===== src/rtl/gtp_pkg.sv =====
// Shared constants and types for the GTP link test-pattern generator and checker.
// Word encodings, PRBS-7 seed and the generator state enum.
package gtp_pkg;

    localparam logic [7:0] K28_5 = 8'hBC;
    localparam logic [7:0] K27_7 = 8'hFB;
    localparam logic [7:0] D16_2 = 8'h50;
    localparam logic [7:0] D21_2 = 8'h55;

    localparam logic [15:0] COMMA_WORD = {D16_2, K28_5};
    localparam logic [15:0] SOF_WORD   = {D21_2, K27_7};
    localparam logic [1:0]  K_LOW      = 2'b01;
    localparam logic [1:0]  K_NONE     = 2'b00;
    localparam logic [6:0]  PRBS7_SEED = 7'h7F;

    typedef enum logic [2:0] {
        IDLE,
        ALIGN,
        SOF,
        DATA,
        KEEP
    } state_t;

endpackage


===== src/rtl/gtp_prbs_gen_prbs7_par16.sv =====
// PRBS-7 (x^7+x^6+1) advanced 16 steps per call; bit 0 is the first new bit.
// Shared with the receive-side checker so both ends agree on bit order.
module prbs7_par16 (
    input  logic [6:0]  state,
    output logic [15:0] word,
    output logic [6:0]  next_state
);

    logic [6:0] s;

    always_comb begin
        s    = state;
        word = '0;
        for (int i = 0; i < 16; i++) begin
            word[i] = s[6] ^ s[5];
            s       = {s[5:0], s[6] ^ s[5]};
        end
        next_state = s;
    end

endmodule


===== src/rtl/gtp_prbs_gen.sv =====
// GTP lane pattern generator: commas, SOF, then PRBS-7 payload with keep-alives.
// Outputs are registered from the next-state decision, giving one cycle latency.
module gtp_prbs_gen
    import gtp_pkg::*;
#(
    parameter int         ALIGN_LEN = 16,
    parameter int         FRAME_LEN = 1024,
    parameter logic [6:0] SEED      = PRBS7_SEED
) (
    input  logic        clk,
    input  logic        rst_n,
    input  logic        tx_ready,
    input  logic        enable,
    input  logic        inject_err,
    output logic [15:0] txdata,
    output logic [1:0]  txcharisk,
    output logic        running,
    output logic        err_injected,
    output logic [31:0] words_sent
);

    localparam int AW = $clog2(ALIGN_LEN + 1);
    localparam int FW = $clog2(FRAME_LEN + 1);

    state_t        state;
    state_t        nxt;
    logic [AW-1:0] align_cnt;
    logic [FW-1:0] frame_cnt;
    logic [6:0]    lfsr;
    logic [6:0]    lfsr_nxt;
    logic [15:0]   prbs_word;
    logic          pend;
    logic          consume;
    logic          go;
    logic          enter_align;
    logic          enter_idle;

    prbs7_par16 u_prbs (
        .state      (lfsr),
        .word       (prbs_word),
        .next_state (lfsr_nxt)
    );

    assign go          = enable & tx_ready;
    assign consume     = pend & (nxt == DATA);
    assign enter_align = (nxt == ALIGN) & (state != ALIGN);
    assign enter_idle  = (nxt == IDLE) & (state != IDLE);

    always_ff @(posedge clk or negedge rst_n) begin
        if (!rst_n) state <= IDLE;
        else        state <= nxt;
    end

    always_comb begin
        nxt = state;
        if (!go) begin
            nxt = IDLE;
        end else begin
            unique case (state)
                IDLE:    nxt = ALIGN;
                ALIGN:   if (align_cnt == AW'(ALIGN_LEN)) nxt = SOF;
                SOF:     nxt = DATA;
                DATA:    if (frame_cnt == FW'(FRAME_LEN)) nxt = KEEP;
                KEEP:    nxt = DATA;
                default: nxt = IDLE;
            endcase
        end
    end

    always_ff @(posedge clk or negedge rst_n) begin
        if (!rst_n) begin
            txdata       <= COMMA_WORD;
            txcharisk    <= K_LOW;
            running      <= 1'b0;
            err_injected <= 1'b0;
            words_sent   <= '0;
            lfsr         <= SEED;
            pend         <= 1'b0;
            align_cnt    <= '0;
            frame_cnt    <= '0;
        end else begin
            err_injected <= consume;
            running      <= (nxt == SOF) | (nxt == DATA) | (nxt == KEEP);
            // A new request in the consuming cycle re-arms for the next word
            pend         <= enter_idle ? 1'b0 : (inject_err | (pend & ~consume));

            if (enter_align)         align_cnt <= AW'(1);
            else if (state == ALIGN) align_cnt <= align_cnt + 1'b1;

            unique case (nxt)
                DATA: begin
                    txdata     <= prbs_word ^ {15'd0, consume};
                    txcharisk  <= K_NONE;
                    lfsr       <= lfsr_nxt;
                    words_sent <= words_sent + 32'd1;
                    frame_cnt  <= frame_cnt + 1'b1;
                end
                SOF: begin
                    txdata    <= SOF_WORD;
                    txcharisk <= K_LOW;
                end
                KEEP: begin
                    txdata    <= COMMA_WORD;
                    txcharisk <= K_LOW;
                    frame_cnt <= '0;
                end
                ALIGN: begin
                    txdata    <= COMMA_WORD;
                    txcharisk <= K_LOW;
                    if (enter_align) begin
                        lfsr       <= SEED;
                        words_sent <= '0;
                        frame_cnt  <= '0;
                    end
                end
                default: begin
                    txdata    <= COMMA_WORD;
                    txcharisk <= K_LOW;
                end
            endcase
        end
    end

endmodule


===== config.mk =====
export PLATFORM = sky130hd
export DESIGN_NAME = gtp_prbs_gen
export DESIGN_NICKNAME = d
export VERILOG_FILES = /design/src/rtl/gtp_pkg.sv /design/src/rtl/gtp_prbs_gen_prbs7_par16.sv /design/src/rtl/gtp_prbs_gen.sv
export SDC_FILE = /design/constraint.sdc
export NUM_CORES = 1
export LEC_CHECK = 0
export BUFFER_PORTS_ARGS = -buffer_cell sky130_fd_sc_hd__buf_2
export CORE_UTILIZATION = 33
export CTS_BUF_LIST = sky130_fd_sc_hd__clkbuf_8
export DETAILED_ROUTE_END_ITERATION = 12
export HOLD_SLACK_MARGIN = 0.08
export PLACE_DENSITY = 0.53
export SLEW_MARGIN = 25
export SYNTH_ARGS = -nofsm -noshare
export SYNTH_HDL_FRONTEND = slang
export SYNTH_HIERARCHICAL = 1
export SYNTH_SLANG_ARGS = --single-unit

===== constraint.sdc =====
create_clock -name clk -period 2.3 [get_ports clk]
set_input_delay 0.345 -clock clk [delete_from_list [all_inputs] [get_ports clk]]
set_output_delay 0.345 -clock clk [all_outputs]
set_load 0.005 [all_outputs]

Yosys cells after proc, flatten, opt, wreduce, memory -nomap -nowiden
Cells that the tools add are included.
{ "word_totals": {"inputBits": 5, "out_inout_bits": 52, "register_bits": 79} }
{ "op_classes": {"reduce_logical": 9, "n_eq_ne": 12, "bitwise": 26, "n_addsub": 3, "n_mux": 15} }
{ "ops": {"columns": ["cell", "n"], "rows": [
  ["32-bit one-hot mux with 2 select lines", 1],
  ["11-bit one-hot mux with 3 select lines", 1],
  ["32-bit by 1-bit adder with 32-bit output (second input constant)", 1],
  ["32-bit two-way mux", 1],
  ["16-bit one-hot mux with 2 select lines", 1],
  ["1-bit XOR", 16],
  ["16-bit by 1-bit XOR with 16-bit output", 1],
  ["7-bit one-hot mux with 2 select lines", 1],
  ["3-bit by 2-bit == test with 1-bit output (second input constant)", 4],
  ["3-bit one-hot mux with 4 select lines", 1],
  ["11-bit by 1-bit adder with 11-bit output (second input constant)", 1],
  ["11-bit == test (second input constant)", 1],
  ["11-bit two-way mux", 1],
  ["5-bit two-way mux", 2],
  ["3-bit two-way mux", 3],
  ["7-bit two-way mux", 1],
  ["3-bit by 1-bit == test with 1-bit output (second input constant)", 2],
  ["3-bit == test (second input constant)", 2],
  ["3-bit logical NOT", 2],
  ["3-bit nonzero test", 2],
  ["5-bit by 1-bit adder with 5-bit output (second input constant)", 1],
  ["1-bit bitwise AND", 5],
  ["5-bit == test (second input constant)", 1],
  ["2-bit AND reduction", 2],
  ["7 further kinds", 11]
]} }

Logic depth before layout (Yosys ltp)
{ "logic_depth": {"depth_word": 10, "depth_mapped": 9, "ltp_nobuf": 8} }

Modules after synthesis
Netlist, hierarchy kept.
{ "by_module_without_submodules": {"columns": ["module", "n_inst", "seq_area_each_um2", "cells_per_inst", "area_per_inst_um2"], "rows": [
  ["gtp_prbs_gen", 1, 1970.6, 353, 3653.5],
  ["prbs7_par16", 1, 0.0, 26, 217.7]
]} }

Worst setup path after synthesis
No wires, ideal clock.
{ "synth_timing": {"path_type": "register -> register", "startpoint": "register words_sent[15]", "endpoint": "register words_sent[27]", "period_less_slack_ns": 1.970, "required_time_ns": 2.222, "path_buffers": 1, "t_arrival_ns": 1.892, "path_slack_ns": 0.330, "path_stages_with_launch": 7, "cell_sequence": "dfrtp_1 -> nand3_2 -> or2_4 -> or4_4 -> buf_6 -> or4_1 -> a21oi_1"} }
{ "synth_via": {"elab_chain_cells": 2} }
{ "synth_lines": {"columns": ["item", "line_no", "source"], "rows": [
  ["from (decl)", "gtp_prbs_gen.sv:19", "output logic [31:0] words_sent"],
  ["from (signal assigned)", "gtp_prbs_gen.sv:95", "words_sent <= words_sent + 32'd1;"],
  ["32-bit by 1-bit adder with 32-bit output", "gtp_prbs_gen.sv:95", null],
  ["32-bit one-hot mux with 2 select lines", "gtp_prbs_gen.sv:90", "unique case (nxt)"]
]} }
Every way passes these cells.
A chain may end at the register's enable or synchronous reset.

Worst setup path after layout
{ "layout_timing": {"startpoint": "register words_sent[0]", "endpoint": "register words_sent[28]"} }
Same word-level chain as after synthesis.

==> summary.md <==
| Metric | Value |
|---|---|
| Final critical-path share of the clock period | `0.933` |
| Number of synthesized flops with an enable pin | `0` |
| Worst-case register-to-register setup slack | `150 ps` |
| Register clock-pin slew on the reported worst setup and hold paths | `80 ps` |
| Static Leakage | `2.09 nW` |
| Synth Net Count | `389` |
| Largest net degree at the start of global routing | `42` |
| Data arrival time of the worst path | `2430 ps` |
| Detailed placer's ending HPWL | `about 6.2 mm` |
| Antenna diode instance count | `0` |
| # nets final | `452` |
| Number of global-route vias before repair | `2851` |
| Area share of the largest cell type after synthesis | `0.407` |
| Post-Syn Area | `0.00387 mm²` |
| Area of the die | `approximately 0.012 mm²` |
| Total via count after detailed routing | `2984` |
| Setup TNS | `0 ps` |
| Routed wire per std cell | `14.9 µm` |
| Final Wtd Congestion | `0.766` |
| Count of clock tree sinks | `78` |
| Initial cell density of the core | `0.339` |
| Worst setup path class | `reg -> reg` |
| Top cell type by total area after synthesis | `dfrtp_1` |
| End of the critical path | `words_sent[28]` |
| Final WS setup | `153 ps` |
| CTS Buf Count | `9` |
| Reg-to-reg critical path endpoint | `words_sent[28]` |
| Number of synthesis warnings | `6` |
| Horizontal die dimension | `110 µm` |
| Part of the Yosys area used for sequential elements | `0.509` |
| GR Util All Layers | `0.157` |
| Slew Limit Headroom | `0.588` |
| Antenna violations before repair | `0` |
| Clock network latency to the later pin of the worst-skew pair | `360 ps` |
| Post-placement worst setup slack | `168 ps` |
| RSZ-0062 raised after global routing | `false` |
| Total congestion overflow | `0` |
| Category of the worst setup path capture point | `flip-flop` |
| Area Overhead vs Synth | `18.5%` |
| Synth top area cells | `dfrtp_1 41%, dfstp_2 10%, xor2_1 6.1%` |
| Initial DRC count | `between 150 and 200` |
| Worst setup skew after layout | `11.1 ps` |
| Synthesized netlist cell count | `379` |
| Antenna viol nets, final | `0` |
| Post-synthesis async set-or-reset flop share | `1.00` |
| Worst Reg-to-Reg Cells | `6` |
| Depth of the CTS H-tree | `3` |
| Final worst hold slack | `228 ps` |
| Number of max-slew violations in the final report | `0` |
| Number of detailed-route iterations in the first pass | `4` |
| Top Ports | `57` |
| Result of the run | `finished clean` |
| Register bit total from synthesis | `78` |
| Std cell rows | `39` |
| Via/cell ratio | `5.06` |
| Achievable clock frequency | `0.466 GHz` |
| Worst-Margin Slew | `roughly 600 ps` |
| Count of final setup violators | `0` |
| Most used DFF post-synth | `dfrtp_1` |
| First-pass GRT wire length | `approximately 14 mm` |
| Fraction of final layout cells sized beyond drive strength 1 | `0.275` |
| Cell chain of the critical path | `ha_1 > nand3_1 > nor4_4 > nand2_2 > or4_1 > a21oi_1` |
| Mean Syn Cell Area | `10.2 µm²` |
| Endpoint required time on the critical path | `2580 ps` |
| Maximum clock insertion buffer count | `2` |
| Crit path time final | `2150 ps` |
| Max Fanout on Critical Path | `9` |
| Worst path max stage delay | `530 ps` |
| Critical-path cell with the highest stage delay | `or4_1` |
| Timing startpoint of the critical path | `words_sent[0]` |
| Number of max-capacitance violations reported | `0` |
| Number of distinct library cell variants in the gate-level netlist after synthesis | `57` |
| RR Startpoint | `words_sent[0]` |
| Routed wire length | `just under 9 mm` |
| Sort of element at the start of the critical path | `flip-flop` |
| Number of input and output port buffers inserted | `55` |
| CTS tree | `yes` |
| Number of endpoints with negative hold slack in the final report | `0` |
| Worst vdd rail ir drop | `between 200 and 300 µV` |
| Buffer cell driving the clock tree root | `clkbuf_8` |
| Fill count | `1170` |
| CORE AREA | `0.0114 mm²` |
| Class of the most critical hold timing path | `in -> reg` |
| # DRC | `0` |
| Power per cell area | `607 mW/mm²` |
| Die Height | `110 µm` |
what timing repair did:
| action | in CTS | in global routing |
|---|---|---|
| buffers inserted | 0 | 1 |
| endpoints found under the setup margin | 0 | 30 |
| resized for setup | 0 | 2 |
| hold endpoints to repair | 40 | 0 |
| hold buffers | 1 | 0 |
where the power goes:
group | internal (mW) | total, mW | switching, mW
sequential | 1.41 | 1.45 | 0.0434
combinational | 0.0690 | 0.171 | 0.102
clock | 0.638 | 1.16 | 0.520
synth_stat cells, types with 3 or more instances:
cell type  number
xor2_1         27
or4_1           5
or3_1           7
nor2_1         28
and2_1          7
a21oi_1        22
or2_2           4
nor3_1          4
or3_2           3
o21ai_0        22
o21a_1          5
xnor2_1        10
nand2b_1        6
nand2_1        23
o31ai_1        11
inv_1          14
dfstp_2        15
nand3_1        19
o22a_1          5
buf_4           8
and3_1          8
ha_1            5
dfrtp_1        63
clkbuf_1        6
nand4_1        14
layout by cell type (no fill, tap or decap), types with 4 or more instances in the layout:
cell type and n:
a21oi_1 22, and2_1 7, and3_1 8, buf_2 54, buf_4 16, clkbuf_8 10
dfrtp_1 63, dfstp_2 15, ha_1 5, inv_1 15, nand2_1 23, nand2b_1 6
nand3_1 19, nand4_1 14, nor2_1 28, o21a_1 5, o21ai_0 22, o22a_1 5
o31ai_1 11, or2_2 4, or3_1 7, or4_1 5, xnor2_1 10, xor2_1 27
through the flow:
stage	area [µm²]	std cells	power, mW	util
4_1_cts	4570	589	2.82	0.400
3_3_place_gp	4330	572	1.65	0.379
3_5_place_dp	4330	572	1.65	0.379
6_report	4590	590	2.78	0.402
5_1_grt	4590	590	2.92	0.402
2_1_floorplan	3870	379	1.60	-
cell type report:
type	instances	area [µm²]	share of cell area
multi-input cells	266	1730	0.378
repair buffers	72	420	0.0917
clock inverters	6	87.6	0.0191
well taps	143	179	0.0390
clock buffers	10	138	0.0300
flip-flops and latches	78	1970	0.430
inverters	15	56.3	0.0123
sequential cells by signal, indices dropped and copies added, names as in the netlist:
name / flops
running: 1
align_cnt: 5
txdata: 16
state: 3
pend: 1
frame_cnt: 11
lfsr: 7
err_injected: 1
words_sent: 32
txcharisk: 1
per-layer routing:
layer  global-route usage  vias up  wire length [µm]
li1                     -     1449                 -
met1                0.217     1476              4280
met2                0.234       49              4070
met3               0.0317       10               282
met4               0.0714        0               144
met5                    0        -                 0
how the worst min path moves through the flow:
| stage | slack, ps | depth (start not counted) | startpoint | to |
|---|---|---|---|---|
| CTS | 220 | 3 | inject_err | pend |
| floorplan | 50 | 0 | rst_n | align_cnt[0] |
| finish | 230 | 3 | inject_err | pend |
| detailed placement | 390 | 1 | rst_n | words_sent[30] |
| global placement | 390 | 1 | rst_n | words_sent[23] |
| global route | 230 | 3 | inject_err | pend |
worst max-delay path: cells and delay by family (launching register included):
family	cells	cell delay [ps]
AOI/OAI and AO/OA	1	150
and+or+nand+nor	4	1260
adders and majority gates	1	200
DFF	1	460
cells by family (layout without fill, tap and decap cells):
logic type | count (synthesis) | in the layout | share of synthesized area
adder cells (fa/ha/maj) | 6 | 6 | 0.0187
buffers and inverters | 35 | 103 | 0.0475
other | 1 | 1 | 0.000969
AND/OR/NAND/NOR | 150 | 150 | 0.222
flip-flops | 78 | 78 | 0.509
AO/OA/AOI/OAI | 70 | 70 | 0.110
multiplexers | 1 | 1 | 0.00388
XOR/XNOR | 38 | 38 | 0.0879
No activity file was read; power rests on OpenSTA's default activity.
